[config.mk]
export PLATFORM = sky130hd
export DESIGN_NAME = lock_seq_ctrl
export DESIGN_NICKNAME = d
export VERILOG_FILES = /design/src/rtl/lock_seq_ctrl.sv
export SDC_FILE = /design/constraint.sdc
export NUM_CORES = 1
export LEC_CHECK = 0
export CAP_MARGIN = 10
export CORE_MARGIN = 2
export CORE_UTILIZATION = 55
export CTS_CLUSTER_SIZE = 28
export DETAILED_ROUTE_END_ITERATION = 7
export DONT_BUFFER_PORTS = 1
export PLACE_DENSITY = 0.7
export SYNTH_ARGS = -nofsm -noshare
export SYNTH_HDL_FRONTEND = slang
export SYNTH_SLANG_ARGS = --single-unit
[constraint.sdc]
create_clock -name clk -period 5 [get_ports clk]
set_input_delay 1 -clock clk [delete_from_list [all_inputs] [get_ports clk]]
set_output_delay 1 -clock clk [all_outputs]
set_load 0.005 [all_outputs]
[src/rtl/lock_seq_ctrl.sv]
// Keyed unlock sequencer: gates a protected FSM behind a multi-word key sequence,
// with per-word timeout, failure counting and a timed lockout after repeated failures.
module lock_seq_ctrl #(
    parameter int KEY_W       = 8,
    parameter int SEQ_LEN     = 4,
    parameter logic [KEY_W*SEQ_LEN-1:0] KEY_SEQ = 32'hD20F3CA5,
    parameter int TIMEOUT     = 16,
    parameter int MAX_FAIL    = 3,
    parameter int LOCKOUT_CYC = 64
) (
    input  logic             clk,
    input  logic             rst,
    input  logic             start,
    input  logic             key_valid,
    input  logic [KEY_W-1:0] key_in,
    input  logic             relock,
    output logic             key_ready,
    output logic             unlocked,
    output logic             fail_pulse,
    output logic             lockout,
    output logic [2:0]       key_idx,
    output logic [1:0]       fail_cnt
);

    localparam int TW = $clog2(TIMEOUT + 1);
    localparam int LW = $clog2(LOCKOUT_CYC + 1);
    localparam logic [TW-1:0] T_LAST   = TW'(TIMEOUT - 1);
    localparam logic [LW-1:0] L_LAST   = LW'(LOCKOUT_CYC - 1);
    localparam logic [2:0]    IDX_LAST = 3'(SEQ_LEN - 1);
    localparam logic [1:0]    F_MAX    = 2'(MAX_FAIL);

    typedef enum logic [2:0] {
        IDLE, CHECK, UNLOCKED, FAIL, LOCKOUT
    } state_t;

    state_t           state, state_n;
    logic [2:0]       idx_n;
    logic [1:0]       fcnt_n;
    logic [TW-1:0]    tcnt, tcnt_n;
    logic [LW-1:0]    lcnt, lcnt_n;
    logic [KEY_W-1:0] expected;

    // Outputs are flopped from the next state so they line up with the state register.
    always_ff @(posedge clk or posedge rst) begin
        if (rst) begin
            state      <= IDLE;
            key_idx    <= '0;
            fail_cnt   <= '0;
            tcnt       <= '0;
            lcnt       <= '0;
            key_ready  <= 1'b0;
            unlocked   <= 1'b0;
            fail_pulse <= 1'b0;
            lockout    <= 1'b0;
        end else begin
            state      <= state_n;
            key_idx    <= idx_n;
            fail_cnt   <= fcnt_n;
            tcnt       <= tcnt_n;
            lcnt       <= lcnt_n;
            key_ready  <= (state_n == CHECK);
            unlocked   <= (state_n == UNLOCKED);
            fail_pulse <= (state_n == FAIL);
            lockout    <= (state_n == LOCKOUT);
        end
    end

    always_comb begin
        state_n  = state;
        idx_n    = key_idx;
        fcnt_n   = fail_cnt;
        tcnt_n   = tcnt;
        lcnt_n   = lcnt;
        expected = KEY_SEQ[int'(key_idx)*KEY_W +: KEY_W];
        case (state)
            IDLE: begin
                if (start) begin
                    state_n = CHECK;
                    idx_n   = '0;
                    tcnt_n  = '0;
                end
            end
            CHECK: begin
                if (key_valid && key_in == expected) begin
                    tcnt_n = '0;
                    if (key_idx == IDX_LAST) begin
                        state_n = UNLOCKED;
                        fcnt_n  = '0;
                    end else begin
                        idx_n = key_idx + 3'd1;
                    end
                end else if (key_valid || tcnt == T_LAST) begin
                    // Wrong word or idle too long; the count is bumped on entry so
                    // FAIL can decide between IDLE and LOCKOUT from the new value.
                    state_n = FAIL;
                    fcnt_n  = (fail_cnt < F_MAX) ? fail_cnt + 2'd1 : fail_cnt;
                end else begin
                    tcnt_n = tcnt + 1'b1;
                end
            end
            FAIL: begin
                state_n = (fail_cnt == F_MAX) ? LOCKOUT : IDLE;
                lcnt_n  = '0;
            end
            LOCKOUT: begin
                if (lcnt == L_LAST) begin
                    state_n = IDLE;
                    fcnt_n  = '0;
                    lcnt_n  = '0;
                end else begin
                    lcnt_n = lcnt + 1'b1;
                end
            end
            UNLOCKED: begin
                if (relock) state_n = IDLE;
            end
            default: state_n = IDLE;
        endcase
    end

endmodule
==> out/qor.log <==
INFO  status         status=completed
INFO  power_and_ir_drop total_leakage_power=0.000654uW
INFO  cells_and_area num-nets-final=166
INFO  timing         finalCriticalPeriod=2.23ns
INFO  cells_and_area total_inserted_antenna_cells=0
INFO  critical_path  crit_path_end_kind=register
INFO  clock_tree     clock_tree.buffer_depth=2
INFO  yosys          commonest_cells_post_synth=24 x sky130_fd_sc_hd__dfrtp_1, 12 x sky130_fd_sc_hd__nand2_1, 10 x sky130_fd_sc_hd__inv_1, 10 x sky130_fd_sc_hd__o21ai_0, 9 x sky130_fd_sc_hd__nor2_1
INFO  timing         setup-violations-final=0
INFO  timing         final_hold_viol_count=0
INFO  power_and_ir_drop vdd.ir_drop.worst=0.000217V
INFO  critical_path  maximum_fanout_along_the_worst_path=8
INFO  yosys          yosysMostFrequentCell=sky130_fd_sc_hd__dfrtp_1
INFO  worst_hold_path holdPathEnd=tcnt[4]
INFO  floorplanning  std_cell_rows=18
INFO  clock_tree     cts.sink_count=24
INFO  yosys          netlist_instances=145
INFO  clock_tree     cts_tree=done
INFO  power_and_ir_drop pwr_density_cell=422nW/um^2
INFO  timing         max_clock_freq=0.448GHz
INFO  clock_tree     number_of_buffers_created_by_cts=3
INFO  global_route   number_of_global_route_vias_before_repair=1076
INFO  cells_and_area regArea=601squm
INFO  cells_and_area layout-drive-gt1-share=7.59%
INFO  floorplanning  die_area=2960squm
INFO  drt            drc_errors=0
INFO  yosys          syn_avg_cell_area=9.62squm
INFO  cells_and_area final.fill_count=227
INFO  timing         final_min_period_over_clock_period=44.7%
INFO  drt            route.antenna.remaining_nets=0
INFO  floorplanning  effective_utilization_at_floorplan=57.4%
INFO  global_route   grt_use_met2=40.0%
INFO  timing         fin_setup_tns=0ns
INFO  clock_tree     cts_htree_levels=1
INFO  timing         timing.slew.headroom=40.4%
INFO  critical_path  reg2reg_start=key_idx[0]
INFO  global_route   track_usage=21.2%
INFO  yosys          synth_enable_flop_cells=0
INFO  timing         timing.hold.ws=0.518ns
INFO  drt            vias=1069
INFO  yosys          syn-cell-area=1400squm
INFO  yosys          yosys_register_bits=24
INFO  yosys          async_reset_ff_share=100%
INFO  global_route   grt.busiest_layer=met2
INFO  yosys          library_cells_used_by_synthesis=42
INFO  worst_hold_path worstHoldStart=tcnt[4]
INFO  global_route   antenna_found_initial=0
INFO  yosys          yosysSeqAreaShare=43.0%
INFO  critical_path  depth_of_the_most_critical_reg_to_reg_path=8
INFO  floorplanning  floorplan.core_area=2430squm
INFO  drt            route.detailed.vias_per_inst=6.11
INFO  placed_design  port_buffers=0
INFO  global_route   grt_pass1_wl=4.46mm
INFO  timing         timing_max_transition_violations_final=0
INFO  cells_and_area synthToLayoutAreaGrowth=3.50%
INFO  clock_tree     post_cts_buffers=0
INFO  critical_path  crit_path_start_kind=register
INFO  yosys          synth.top_cells.by_area=sky130_fd_sc_hd__dfrtp_1 43%, sky130_fd_sc_hd__ha_1 6.3%, sky130_fd_sc_hd__o21ai_0 3.6%
INFO  yosys          synth-main-ff-cell=sky130_fd_sc_hd__dfrtp_1
INFO  worst_hold_path hold_path_class=reg -> reg
INFO  yosys          synth_fp_nets=165
INFO  clock_tree     post_cts_resized=0
INFO  yosys          synth_largest_area_cell=sky130_fd_sc_hd__dfrtp_1
INFO  critical_path  worst-endpoint-required=5.20ns
INFO  timing         rsz0062_at_grt=no
INFO  floorplanning  fp.dieH=54.4um
INFO  global_route   globalRouteMet3Util=4.92%
INFO  critical_path  setup_crit_path_kind=reg -> reg
INFO  clock_tree     clock_latency=0.32ns
INFO  clock_tree     clockRootBuffer=sky130_fd_sc_hd__clkbuf_4
INFO  floorplanning  top_level_ports=22
INFO  critical_path  r2r_end=key_idx[0]
INFO  critical_path  cp_data_arrival_time=2.43ns
INFO  clock_tree     clk_pin_slew_worst_paths=0.13ns
INFO  global_route   globalRoute.totalOverflow=0
INFO  global_route   groute.layer.met1.usage=22.9%
INFO  timing         clock-skew-final=0.0129ns
INFO  drt            wl=2.69mm
INFO  floorplanning  floorplan.die.width=54.4um
INFO  drt            routed_wire_length_per_instance=15.3um
INFO  yosys          synth_top_area_share=43.0%
INFO  critical_path  rrSetupSlack=2.77ns
INFO  run            maxCapViolCount=0
INFO  placed_design  place.detailed.hpwl=2.07mm
INFO  cells_and_area multiInputGateArea=732squm
INFO  timing         tightest_slew=0.893ns
INFO  drt            initialDrtViolationCount=14
INFO  worst_hold_path min_delay_path_depth=1
INFO  yosys          ys_warn_count=0
INFO  drt            dr.pass1.iters=4
INFO  global_route   maximum_number_of_pins_on_one_net_before_global_route_repair=25
INFO  placed_design  gp_congestion=0.806
INFO  clock_tree     postCtsHoldBufs=0
[power by group]
group | switching [uW] | internal (uW)
combinational | 131 | 79.5
sequential | 55.0 | 241
clock | 57.9 | 44.6
[layout by cell type, fill, tap and decap left out, types with 2 or more instances in the layout]
master / n
sky130_fd_sc_hd__a21o_1: 5
sky130_fd_sc_hd__a21oi_1: 7
sky130_fd_sc_hd__a31oi_1: 4
sky130_fd_sc_hd__a41oi_1: 2
sky130_fd_sc_hd__and2_1: 3
sky130_fd_sc_hd__and3_1: 2
sky130_fd_sc_hd__and4bb_2: 2
sky130_fd_sc_hd__clkbuf_4: 3
sky130_fd_sc_hd__dfrtp_1: 24
sky130_fd_sc_hd__ha_1: 7
sky130_fd_sc_hd__inv_1: 10
sky130_fd_sc_hd__nand2_1: 12
sky130_fd_sc_hd__nand2b_1: 2
sky130_fd_sc_hd__nand3_1: 3
sky130_fd_sc_hd__nand4_1: 5
sky130_fd_sc_hd__nor2_1: 9
sky130_fd_sc_hd__nor3_1: 5
sky130_fd_sc_hd__nor3b_1: 3
sky130_fd_sc_hd__nor4b_2: 2
sky130_fd_sc_hd__o21ai_0: 10
sky130_fd_sc_hd__o22ai_1: 2
sky130_fd_sc_hd__o2bb2ai_1: 3
sky130_fd_sc_hd__xor2_1: 2
[worst max-delay path: stages (launching register included)]
cell and delay [ns]:
sky130_fd_sc_hd__dfrtp_1 0.49, sky130_fd_sc_hd__ha_1 0.24, sky130_fd_sc_hd__ha_1 0.24, sky130_fd_sc_hd__xnor2_1 0.17, sky130_fd_sc_hd__nand4_1 0.16, sky130_fd_sc_hd__nor3_4 0.25, sky130_fd_sc_hd__nand3_1 0.14, sky130_fd_sc_hd__a21oi_1 0.30
sky130_fd_sc_hd__mux2i_1 0.11
[cell type report]
type	instances	share of cell area (%)
clock buffer	4	2.51
sequential	24	41.6
inverter	10	2.60
multi-input combinational	107	50.7
tap	30	2.60
[worst max-delay path by stage]
stage,from,endpoint,cells after the start,slack (ns)
final,key_idx[0],key_idx[0],8,2.77
after global routing,key_idx[2],key_idx[0],8,2.53
after CTS,key_idx[2],key_idx[0],8,2.75
after detailed placement,key_in[4],key_idx[0],6,2.60
after global placement,key_in[4],key_idx[1],6,2.70
after floorplan,key_in[4],tcnt[1],6,2.78
[metal layers]
layer / up-vias / routed length [um]
met5: - / 0
met4: 0 / 40
met3: 5 / 89
met2: 13 / 1400
met1: 516 / 1150
li1: 535 / -
[metrics by stage]
stage	instances	total power [uW]	util [%]	instance area, sq um	setup WS [ns]
after floorplan	145	462	-	1400	2.78
after global placement	171	505	57.9	1410	2.70
after detailed placement	171	510	57.9	1410	2.60
after CTS	175	614	59.4	1440	2.75
after global routing	175	663	59.4	1440	2.53
final	175	609	59.4	1440	2.77
[flip-flops by register name, summed over array words and instances, names as in the netlist]
register	flops
key_ready	1
lcnt	7
fail_pulse	1
state	3
key_idx	3
tcnt	5
lockout	1
unlocked	1
fail_cnt	2
[cells by family (layout without fill, tap and decap cells)]
logic type,after synthesis,in the layout,share of synthesized area [%]
AOI/OAI and AO/OA,42,42,19.9
xor gates and xnor gates,3,3,1.88
adders and majority gates,7,7,6.28
buffers and inverters,14,14,4.48
DFF,24,24,43.0
muxes,1,1,0.718
and+or+nand+nor,54,54,23.7
Note: power is estimated with default switching activity, not from simulation.
